--- config.mk ---
export PLATFORM = sky130hd
export DESIGN_NAME = lfsr_bist_ctrl
export DESIGN_NICKNAME = d
export VERILOG_FILES = /design/src/rtl/lfsr_bist_ctrl.sv
export SDC_FILE = /design/constraint.sdc
export NUM_CORES = 1
export LEC_CHECK = 0
export CAP_MARGIN = 5
export CORE_MARGIN = 2
export CORE_UTILIZATION = 34
export DETAILED_ROUTE_END_ITERATION = 10
export PLACE_DENSITY_LB_ADDON = 0.08
export SYNTH_ARGS = -nofsm -noshare
export SYNTH_HDL_FRONTEND = slang
export SYNTH_SLANG_ARGS = --single-unit
--- constraint.sdc ---
create_clock -name clk -period 3.4 [get_ports clk]
set_clock_uncertainty 0.1 [all_clocks]
set_input_delay 0.51 -clock clk [delete_from_list [all_inputs] [get_ports clk]]
set_output_delay 0.51 -clock clk [all_outputs]
set_load 0.01 [all_outputs]
--- src/rtl/lfsr_bist_ctrl.sv ---
// rtl/lfsr_bist_ctrl.sv - BIST sequencer: LFSR stimulus into a chain, MISR compression of its output, golden compare.
// Outputs are registered from the next-state value, so each one reflects the state it belongs to.
module lfsr_bist_ctrl #(
  parameter int          RST_CYCLES = 2,
  parameter logic [15:0] MISR_POLY  = 16'h002D
) (
  input  logic        clk,
  input  logic        reset,
  input  logic        start,
  input  logic        abort,
  input  logic [15:0] run_len,
  input  logic [15:0] seed,
  input  logic [15:0] golden,
  input  logic        chain_q,
  output logic        chain_d,
  output logic        chain_rst_n,
  output logic        chain_en,
  output logic        busy,
  output logic        done,
  output logic        pass,
  output logic [15:0] signature
);

  localparam logic [2:0] S_IDLE   = 3'd0;
  localparam logic [2:0] S_CLR    = 3'd1;
  localparam logic [2:0] S_SETTLE = 3'd2;
  localparam logic [2:0] S_RUN    = 3'd3;
  localparam logic [2:0] S_CMP    = 3'd4;

  localparam logic [15:0] SEED_DEF = 16'hACE1;
  localparam logic [15:0] CLR_LAST = 16'(RST_CYCLES - 1);

  logic [2:0]  state;
  logic [2:0]  state_nx;
  logic [15:0] cnt;
  logic [15:0] run_len_q;
  logic [15:0] stim;
  logic [15:0] stim_nx;
  logic [15:0] sig_nx;

  always_comb begin
    stim_nx = {stim[0] ^ stim[2] ^ stim[3] ^ stim[5], stim[15:1]};
    sig_nx  = {signature[14:0], 1'b0} ^ (signature[15] ? MISR_POLY : 16'h0000)
            ^ {15'b0, chain_q};
  end

  // abort wins over every busy-state transition, including the final RUN cycle
  always_comb begin
    state_nx = state;
    case (state)
      S_IDLE:   if (start && !abort) state_nx = S_CLR;
      S_CLR:    if (abort) state_nx = S_IDLE;
                else if (cnt == CLR_LAST) state_nx = S_SETTLE;
      S_SETTLE: if (abort) state_nx = S_IDLE;
                else state_nx = (run_len_q == 16'd0) ? S_CMP : S_RUN;
      S_RUN:    if (abort) state_nx = S_IDLE;
                else if (cnt == run_len_q - 16'd1) state_nx = S_CMP;
      S_CMP:    state_nx = S_IDLE;
      default:  state_nx = S_IDLE;
    endcase
  end

  always_ff @(posedge clk or negedge reset) begin
    if (!reset) begin
      state       <= S_IDLE;
      cnt         <= 16'd0;
      run_len_q   <= 16'd0;
      stim        <= SEED_DEF;
      chain_d     <= 1'b0;
      chain_rst_n <= 1'b0;
      chain_en    <= 1'b0;
      busy        <= 1'b0;
      done        <= 1'b0;
      pass        <= 1'b0;
      signature   <= 16'd0;
    end else begin
      state       <= state_nx;
      busy        <= (state_nx != S_IDLE);
      chain_en    <= (state_nx == S_RUN);
      chain_rst_n <= (state_nx != S_CLR);
      done        <= (state_nx == S_CMP);
      chain_d     <= 1'b0;
      case (state)
        S_IDLE: begin
          if (start && !abort) begin
            run_len_q <= run_len;
            stim      <= (seed == 16'd0) ? SEED_DEF : seed;
            signature <= 16'd0;
            pass      <= 1'b0;
            cnt       <= 16'd0;
          end
        end
        S_CLR: begin
          if (!abort) cnt <= (cnt == CLR_LAST) ? 16'd0 : cnt + 16'd1;
        end
        S_SETTLE: begin
          if (state_nx == S_RUN) chain_d <= stim[0];
        end
        S_RUN: begin
          if (!abort) begin
            stim      <= stim_nx;
            signature <= sig_nx;
            cnt       <= cnt + 16'd1;
            if (state_nx == S_RUN) chain_d <= stim_nx[0];
          end
        end
        S_CMP: begin
          pass <= !abort && (signature == golden);
        end
        default: ;
      endcase
      if (abort && state != S_IDLE) pass <= 1'b0;
    end
  end

endmodule
==> impl_results.md, run 1 <==
- Run status: finished clean
- Largest area contributor in the synthesized netlist: sky130_fd_sc_hd__dfrtp_1
- Sequential area share after synthesis: 0.467
- # clock sinks: 73
- Worst min-delay path category: in -> async
- Final design instance area without fill: 0.00508 sq mm
- Clk_lat worst skew: 340 ps
- Starting density of the core: 0.346
- Data arrival time of the critical path: 2790 ps
- Leading post-synthesis cells by cell area: sky130_fd_sc_hd__dfrtp_1 41%, sky130_fd_sc_hd__xnor2_1 7.1%, sky130_fd_sc_hd__dfstp_2 5.3%
- Count of unresolved DRC violations after routing: 0
- Reg2reg path depth: 9
- Initial antenna violation count: 0
- Pin count of the biggest net entering global routing: 74
- Clk slew on worst S/H paths: 60 ps
- Required arrival time at the worst endpoint: 3510 ps
- Most common cell after layout, fill and taps aside: sky130_fd_sc_hd__clkdlybuf4s50_1
- Met3 demand-to-capacity share in global routing: 0.0588
- Global routing's busiest layer: met2
- TritonCTS clock tree: yes
- FFs w/ async S/R, synth: 1.00
- Setup repair bufs after CTS: 0
- Power Density: 594 mW/mm^2
- Total Nets Final: 543
- Number of vias per cell: 5.16
- Gate count after technology mapping: 414
- Netlist area before placement: 0.00394 sq mm
- Register-to-Register Setup Slack: 720 ps
- I/O Pins: 75
- Leak: 2.06 nW
- Kind of end point of the critical path: flip-flop
- Met2 track demand over resource in global routing: 0.292
- Clock buffer count from CTS: 9
- Setup_tns: 0 ps
- Most frequent cells in the layout: 73 x sky130_fd_sc_hd__clkdlybuf4s50_1, 65 x sky130_fd_sc_hd__dfrtp_1, 56 x sky130_fd_sc_hd__nand2_1
- Die height: 112 um
- Average wire length per cell after detail routing: 16.0 um
- Hold violation count in the final report: 0
- Peak fanout along the critical path: 6
- Number of rows in the core area: 39
- Synth Area per Inst: 9.50 sq um
- Number of different library cells in the post-synthesis netlist: 48
- DIE WIDTH: 112 um
- Achievable frequency: 373 MHz
- Number of flops mapped to enable cells by yosys: 0
- Transition at the pin with the smallest max-transition slack: 958 ps
- Main flop type after synthesis: sky130_fd_sc_hd__dfrtp_1
- Growth of design area from synthesis to finish: 29.2%
- Tightest slew margin relative to the limit: 0.362
- Area share of the largest cell type after synthesis: 0.413
- First-pass GRT wire length: 17000 um
- Area of the placeable core: 0.0114 sq mm
- Layout cells sized above 1: 0.102
- Startpoint of the lowest-slack register-to-register path: run_len_q[0]
- # diodes: 0
- Total routing usage reported by global routing: 0.172
- Post-route insts no fill: 635
- Peak ir drop on the vdd network: 0.475 mV
- HPWL after detailed placement: 7220 um
- Buffer levels on the longest clock path: 2
- Placed cell count: 619
- Post-DP Area: 0.00483 sq mm
- Critical path type: reg -> reg
- Type of element launching the critical path: flip-flop
- Worst R2R End: state[0]
- Seq cells post-synth: 73
- Hold buffers post-CTS: 0
- Remaining global-route overflow: 0
- Total of max-cap violations: 0
- Period Utilization, post-route: 0.789
- Root Driver: sky130_fd_sc_hd__clkbuf_16
- Max Transition Viols Final: 0
- Routability Congestion: 0.889
- Setup repair after global routing missed its margin: false
- Number of global-route vias before repair: 3371
- Nets in the synthesized netlist: 470
- Buffers on Ports: 74
- Initial drt markers: 93
- Global-route met1 utilization: 0.207
- Aggregate routed wire length: 10200 um
- Setup-failing EPs final: 0
- Post-DRT Antenna Nets: 0
- Post-cts sizing count: 0
- Maximum level of the CTS H-tree: 3
- Total number of vias: 3279
- Die ar.: 0.0125 sq mm
- First-pass DRT Iterations: 4
- Syn. warnings: 0
- Post-route minimum period: 2680 ps
-- layout make-up --
cell class	count	area [sq um]
timing repair buffer	79	776
tap	143	179
sequential	73	1840
clock inverter	1	5.00
clock buffer	15	248
fill	1115	6290
multi-input combinational	317	2010
inverter	7	26.3
-- worst max-delay path, stage by stage (launching register included) --
cell                      delay, ps
sky130_fd_sc_hd__dfrtp_1        420
sky130_fd_sc_hd__inv_1           80
sky130_fd_sc_hd__ha_1           180
sky130_fd_sc_hd__nor3b_1        440
sky130_fd_sc_hd__nor3b_2        390
sky130_fd_sc_hd__xor2_1         110
sky130_fd_sc_hd__o221a_2        260
sky130_fd_sc_hd__o21ai_0        190
sky130_fd_sc_hd__a41o_2         290
sky130_fd_sc_hd__o21ai_0         90
-- Yosys cell counts, drive strengths merged (8+ instances only) --
cell type / number
nand3: 15
or3: 8
nand4: 10
clkbuf: 17
dfrtp: 65
nand2: 56
mux2: 17
nor3: 8
nor2: 33
dfstp: 8
xor2: 15
o22ai: 10
o21ai: 24
xnor2: 32
a21oi: 15
-- worst max-delay path by stage --
stage,from,endpoint,slack [ps],depth (start not counted)
after floorplan,run_len_q[0],done,1000,6
after global placement,run_len_q[7],done,770,7
after detailed placement,abort,cnt[15],720,7
after CTS,run_len_q[0],state[0],750,9
after global routing,run_len_q[0],state[0],550,9
final,run_len_q[0],state[0],720,9
-- flip-flops by register name (all words and copies together), names as in the netlist, 3 cells and up --
name / flops
state: 3
run_len_q: 16
cnt: 16
signature: 16
stim: 16
-- where the power goes --
part / total [mW] / internal, mW / switching (mW)
logic: 0.818 / 0.418 / 0.400
clock network: 0.849 / 0.495 / 0.354
registers: 1.35 / 1.11 / 0.244
total: 3.02 / 2.02 / 0.998
-- per-layer routing --
| layer | wire length (um) | share of wire |
|---|---|---|
| met2 | 5010 | 0.49 |
| met5 | 0 | 0 |
| met3 | 547 | 0.054 |
| met1 | 4450 | 0.44 |
| met4 | 151 | 0.015 |
-- logic make-up after synthesis --
logic type / Yosys count / synth area share
and+or+nand+nor: 175 / 0.229
muxes: 20 / 0.0563
xor gates and xnor gates: 47 / 0.105
buffers and inverters: 24 / 0.0229
DFF: 73 / 0.467
AOI/OAI and AO/OA: 72 / 0.111
adders and majority gates: 3 / 0.00954
-- metrics by stage --
step | hold slack [ps] | setup slack, ps | power [mW] | util
3_3_place_gp | 394 | 770 | 2.17 | 0.425
6_report | 206 | 718 | 3.02 | 0.447
5_1_grt | 307 | 552 | 3.22 | 0.447
4_1_cts | 268 | 750 | 3.07 | 0.447
3_5_place_dp | 393 | 723 | 2.19 | 0.425
2_1_floorplan | 114 | 998 | 1.89 | -
(Power assumes the default switching activity.)
==> run 2, diff against run 1 <==
==> constraint.sdc (replaced) <==
create_clock -name clk -period 2.3 [get_ports clk]
set_clock_uncertainty 0.1 [all_clocks]
set_input_delay 0.345 -clock clk [delete_from_list [all_inputs] [get_ports clk]]
set_output_delay 0.345 -clock clk [all_outputs]
set_load 0.01 [all_outputs]
==> run 2 against run 1 <==
The run now ends with negative setup slack left. Utilization grew 3.4 points. First-iteration DRC count up 31%. Critical path depth fell by 3. Cell count rose by 5.5%. Wire length grew 2.8%. Via count is 4.0% higher. Non-clock buffer count grew 35. Setup slack worse by 850 ps. Sequential share of layout area down 2.6 points. Critical endpoint is now state[2].
==> impl_results.md, run 2 (synthesis results as in run 1) <==
- Setup slack at placement: -160 ps (-883 ps)
- Clk_lat worst skew: 330 ps (about the same)
- Total of max-cap violations: 0 (unchanged)
- Worst hold slack across all endpoints: 405 ps (+198 ps)
- Placed cell count: 652 (+5.3%)
- Finished Core Util: 0.481 (+0.0342)
- Clk slew on worst S/H paths: 60 ps (about the same)
- Worst min-delay path category: reg -> reg
- Most common cell after layout, fill and taps aside: sky130_fd_sc_hd__clkdlybuf4s50_1
- Met3 layer wire length in the routed design: 512 um (-6.4%)
- I/O Pins: 75 (unchanged)
- Setup_tns: -508 ps (-508 ps)
- Failing checks: negative setup slack
- Setup repair after global routing missed its margin: true
- Met2 layer wire length in the routed design: 5150 um (+2.9%)
- Post-DRT Antenna Nets: 0 (unchanged)
- Routed length on met1: 4660 um (+4.7%)
- Area of the placeable core: 0.0114 sq mm (unchanged)
- Average wire length per cell after detail routing: 15.6 um (-2.5%)
- Aggregate routed wire length: 10400 um (+2.8%)
- Count of unresolved DRC violations after routing: 0 (unchanged)
- Buffer levels on the longest clock path: 2 (unchanged)
- Buffers on Ports: 74 (unchanged)
- First-pass GRT wire length: 17500 um (+3.0%)
- Setup ws final: -136 ps (-854 ps)
- Tightest slew margin relative to the limit: 0.690 (+0.329)
- Transition at the pin with the smallest max-transition slack: 460 ps (-498 ps)
- FILL cells: 1105 (-0.90%)
- Leak: 2.28 nW (+11%)
- Post-DP Area: 0.00512 sq mm (+6.0%)
- Initial antenna violation count: 0 (unchanged)
- Number of global-route vias before repair: 3527 (+4.6%)
- Root Driver: sky130_fd_sc_hd__clkbuf_16
- Final design instance area without fill: 0.00547 sq mm (+7.7%)
- Growth of design area from synthesis to finish: 39.0%
- Power Density: 906 mW/mm^2 (+52%)
- # diodes: 0 (unchanged)
- Die ar.: 0.0125 sq mm (unchanged)
- Layout cells sized above 1: 0.180 (+0.0786)
- Number of vias per cell: 5.09 (-1.5%)
- Peak fanout along the critical path: 6 (unchanged)
- Period Utilization, post-route: 1.06 (+0.270)
- HPWL after detailed placement: 7760 um (+7.5%)
- Required arrival time at the worst endpoint: 2420 ps (-1090 ps)
- Setup-failing EPs final: 6 (+6)
- Remaining global-route overflow: 0 (unchanged)
- Hold violation count in the final report: 0 (unchanged)
- Total number of vias: 3409 (+4.0%)
- Maximum level of the CTS H-tree: 3 (unchanged)
- Total routing usage reported by global routing: 0.176 (+0.00391)
- Top Layer Used: met4
- Type of element launching the critical path: flip-flop
- Total Nets Final: 578 (+6.4%)
- Critical path type: reg -> reg
- Most frequent cells in the layout: 73 x sky130_fd_sc_hd__clkdlybuf4s50_1, 65 x sky130_fd_sc_hd__dfrtp_1, 56 x sky130_fd_sc_hd__nand2_1
- Starting density of the core: 0.346 (unchanged)
- Data arrival time of the critical path: 2560 ps (-230 ps)
- Die height: 112 um (unchanged)
- Pin count of the biggest net entering global routing: 42 (-43%)
- Routability Congestion: 0.785 (-12%)
- Post-route insts no fill: 670 (+5.5%)
- TritonCTS clock tree: yes
- First-pass DRT Iterations: 4 (unchanged)
- Peak ir drop on the vdd network: 0.427 mV (-10%)
- Post-route minimum period: 2440 ps (-246 ps)
- # clock sinks: 73 (unchanged)
- Number of rows in the core area: 39 (unchanged)
- Achievable frequency: 411 MHz (+10%)
- Kind of end point of the critical path: flip-flop
- Initial drt markers: 122 (+31%)
- DIE WIDTH: 112 um (unchanged)
- Clock buffer count from CTS: 9 (unchanged)
- Run status: finished with violations
- Total Power: 4.96 mW (+64%)
- Max Transition Viols Final: 0 (unchanged)
## run 2: cell types whose count changed in the layout (fill, tap and decap cells not counted), sizes merged
cell	before	now
buf	6	40
bufinv	0	1
clkbuf	15	12
clkinvlp	0	2
dlygate4sd3	0	1
## run 2: metal layers
metal | global-route usage | vias to the layer above
li1 | - | 1686
met1 | 0.222 | 1647
met2 | 0.291 | 68
met3 | 0.0528 | 8
met4 | 0.0576 | 0
met5 | 0 | -
## run 2: report_power, final
| part | switching [mW] | leakage [nW] | total, mW | internal [mW] |
|---|---|---|---|---|
| combinational | 0.758 | 1.20 | 1.61 | 0.849 |
| sequential | 0.252 | 0.923 | 1.89 | 1.64 |
| clock | 0.529 | 0.151 | 1.45 | 0.926 |
| total | 1.54 | 2.28 | 4.96 | 3.42 |
## run 2: what timing repair did
item	CTS	global route
setup buffers	0	1
hold buffers	1	0
endpoints found under the hold margin	24	0
pin swaps	5	3
setup endpoints to repair	6	6
gates resized for setup	1	3
## run 2: worst max-delay path, cell delays in order (launching register included)
cell and delay [ps]:
sky130_fd_sc_hd__dfrtp_1 370, sky130_fd_sc_hd__or4_4 580, sky130_fd_sc_hd__or3_4 350, sky130_fd_sc_hd__or3_1 330, sky130_fd_sc_hd__xnor2_1 130, sky130_fd_sc_hd__a41o_2 290
sky130_fd_sc_hd__and2b_1 180
## run 2: layout make-up
class	instances	area (sq um)	area share
clock buffer	12	267	0.0487
tap	143	179	0.0327
clock inverter	4	50.0	0.00915
sequential	73	1840	0.336
multi-input combinational	317	2030	0.372
inverter	7	26.3	0.00480
timing repair buffer	114	1080	0.197
## run 2: path summary, 6_finish.rpt
kind / startpoint / endpoint / slack, ps / depth (start not counted)
min in group asynchronous: reset / run_len_q[4] / 410 / 2
hold / removal: stim[11] / stim[11] / 400 / 2
hold reg to reg: stim[11] / stim[11] / 400 / 2
setup reg to reg: run_len_q[2] / state[2] / -140 / 6
setup / recovery: run_len_q[2] / state[2] / -140 / 6
max in group asynchronous: reset / cnt[13] / 1100 / 3
==> run 3, diff against run 2 <==
--- a/config.mk
+++ b/config.mk
@@ -7,9 +7,10 @@
 export LEC_CHECK = 0
 export CAP_MARGIN = 5
 export CORE_MARGIN = 2
-export CORE_UTILIZATION = 34
+export CORE_UTILIZATION = 47
 export DETAILED_ROUTE_END_ITERATION = 10
 export PLACE_DENSITY_LB_ADDON = 0.08
+export REMOVE_ABC_BUFFERS = 1
 export SYNTH_ARGS = -nofsm -noshare
 export SYNTH_HDL_FRONTEND = slang
 export SYNTH_SLANG_ARGS = --single-unit
==> run 3 against run 2 <==
Combinational power up 6%. The flow still finishes with violations (negative setup slack). First-iteration DRC count fell by 6.6%. Power is 6.5% lower.
==> impl_results.md, run 3 (synthesis results as in run 1) <==
- Startpoint of the lowest-slack register-to-register path: run_len_q[3]
- HPWL after detailed placement: 7230 um (-6.9%)
- Worst min-delay path category: reg -> reg
- Post-route minimum period: 2480 ps (+41.9 ps)
- Clk_lat worst skew: 350 ps (+20 ps)
- Growth of design area from synthesis to finish: 36.9%
- Initial antenna violation count: 0 (unchanged)
- Type of element launching the critical path: flip-flop
- Cell-internal power: 3.11 mW (-9.0%)
- Number of vias per cell: 5.38 (+5.7%)
- Average wire length per cell after detail routing: 15.2 um (-2.3%)
- Period Utilization, post-route: 1.08 (+0.0182)
- Maximum level of the CTS H-tree: 3 (unchanged)
- Fraction of power consumed by combinational cells: 0.367 (+0.043)
- Met2 layer wire length in the routed design: 5160 um (+0.21%)
- Clk slew on worst S/H paths: 80 ps (+20 ps)
- Power Density: 860 mW/mm^2 (-5.0%)
- Pin count of the biggest net entering global routing: 74 (+76%)
- I/O Pins: 75 (unchanged)
- TritonCTS clock tree: yes
- Max Transition Viols Final: 0 (unchanged)
- Achievable frequency: 404 MHz (-1.7%)
- Switch Pwr: 1.53 mW (-0.87%)
- Total of max-cap violations: 0 (unchanged)
- First-pass DRT Iterations: 4 (unchanged)
- Most common cell after layout, fill and taps aside: sky130_fd_sc_hd__clkdlybuf4s50_1
- Buffer levels on the longest clock path: 2 (unchanged)
- Run status: finished with violations
- Kind of end point of the critical path: flip-flop
- Data arrival time of the critical path: 2620 ps (+60 ps)
- Number of rows in the core area: 33 (-15%)
- Final design instance area without fill: 0.00539 sq mm (-1.6%)
- Setup ws final: -178 ps (-41.9 ps)
- Root Driver: sky130_fd_sc_hd__clkbuf_8
- Routability Congestion: 0.838 (+6.7%)
- Launching element of the worst setup path: run_len_q[3]
- Finished Core Util: 0.659 (+0.177)
- Post-DRT Antenna Nets: 0 (unchanged)
- Tightest slew margin relative to the limit: 0.734 (+0.0441)
- Total Nets Final: 584 (+1.0%)
- Buffers on Ports: 74 (unchanged)
- # diodes: 0 (unchanged)
- Relative contribution of the clock network to total power: 0.228 (-0.066)
- Portion of total power attributed to sequential cells: 0.405 (+0.023)
- Worst R2R End: done
- Met3 layer wire length in the routed design: 326 um (-36%)
- # clock sinks: 73 (unchanged)
- Total number of vias: 3431 (+0.65%)
- Routed length on met1: 4090 um (-12%)
- Required arrival time at the worst endpoint: 2440 ps (+20 ps)
- Layout cells sized above 1: 0.193 (+0.0130)
- Total routing usage reported by global routing: 0.229 (+0.0534)
- Area of the placeable core: 0.00818 sq mm (-28%)
- Remaining global-route overflow: 0 (unchanged)
- Reg2reg path depth: 6 (unchanged)
- Starting density of the core: 0.481 (+0.135)
- Aggregate routed wire length: 9710 um (-7.0%)
- Endpoint of the most critical setup path: done
- Switching share of power: 0.329 (+0.0187)
- Number of global-route vias before repair: 3493 (-0.96%)
- Hold violation count in the final report: 0 (unchanged)
- Setup repair after global routing missed its margin: true
- Transition at the pin with the smallest max-transition slack: 398 ps (-61.3 ps)
- Critical path type: reg -> reg
- Register-to-Register Setup Slack: -180 ps (-40 ps)
- Failing checks: negative setup slack
- FILL cells: 679 (-39%)
- DIE WIDTH: 95.5 um (-14%)
- Setup-failing EPs final: 6 (unchanged)
- Total Power: 4.63 mW (-6.5%)
- Post-DP Area: 0.00508 sq mm (-0.78%)
- Top Layer Used: met4
- Die ar.: 0.00912 sq mm (-27%)
- Clock buffer count from CTS: 9 (unchanged)
- Initial drt markers: 114 (-6.6%)
- Die height: 95.5 um (-14%)
- Most frequent cells in the layout: 73 x sky130_fd_sc_hd__clkdlybuf4s50_1, 65 x sky130_fd_sc_hd__dfrtp_1, 56 x sky130_fd_sc_hd__nand2_1
- Peak fanout along the critical path: 6 (unchanged)
- Leak: 2.28 nW (about the same)
- Peak ir drop on the vdd network: 0.525 mV (+23%)
- Count of unresolved DRC violations after routing: 0 (unchanged)
- First-pass GRT wire length: 16000 um (-8.3%)
[run 3: repair_timing]
| item | 4_1_cts | 5_1_grt |
|---|---|---|
| endpoints found under the hold margin | 65 | 0 |
| hold buffers | 1 | 0 |
| endpoints found under the setup margin | 6 | 7 |
| pin swaps | 5 | 6 |
| setup buffers | 3 | 2 |
| resized for setup | 5 | 6 |
[run 3: critical path: stages (launching register included)]
cell and delay (ps):
sky130_fd_sc_hd__dfrtp_1 390, sky130_fd_sc_hd__or4_4 580, sky130_fd_sc_hd__or3_4 360, sky130_fd_sc_hd__or3_1 330, sky130_fd_sc_hd__xnor2_1 130, sky130_fd_sc_hd__a41o_2 310, sky130_fd_sc_hd__and2b_1 170
[run 3: power by group through the flow]
stage               registers [mW]  clock network [mW]  logic (mW)
global route                  1.92                1.14        1.89
detailed placement            1.91                   0        1.61
floorplan                     1.91                   0       0.858
finish                        1.88                1.05        1.70
global placement              1.89                   0        1.57
CTS                           1.88                1.08        1.67
[run 3: stage by stage]
step           setup TNS (ps)  hold WS [ps]  instances  worst slack [ps]
3_3_place_gp             -631           303        616              -142
4_1_cts                  -790           410        636              -165
5_1_grt                 -1200           431        638              -224
3_5_place_dp            -1080           307        616              -220
6_report                 -845           407        638              -178
2_1_floorplan          -15550         -50.6        397              -566
[run 3: worst min path at each step]
stage	slack [ps]	startpoint	depth (start not counted)	end
global placement	300	reset	2	run_len_q[6]
floorplan	-50	reset	0	busy
global route	430	stim[6]	2	stim[6]
finish	410	stim[7]	2	stim[7]
detailed placement	310	reset	2	run_len_q[6]
CTS	410	stim[10]	2	stim[10]
[run 3: cell type report]
type / count / area (sq um) / area share
clock buffer: 11 / 151 / 0.0281
multi-input combinational: 317 / 2050 / 0.382
clock inverter: 5 / 60.1 / 0.0112
tap: 105 / 131 / 0.0244
timing repair buffer: 120 / 1120 / 0.209
inverter: 7 / 26.3 / 0.00488
sequential: 73 / 1840 / 0.341
[run 3: metal layers]
layer | GRT usage | up-vias
li1 | - | 1695
met1 | 0.269 | 1664
met2 | 0.418 | 61
met3 | 0.0498 | 11
met4 | 0.0702 | 0
met5 | 0 | -
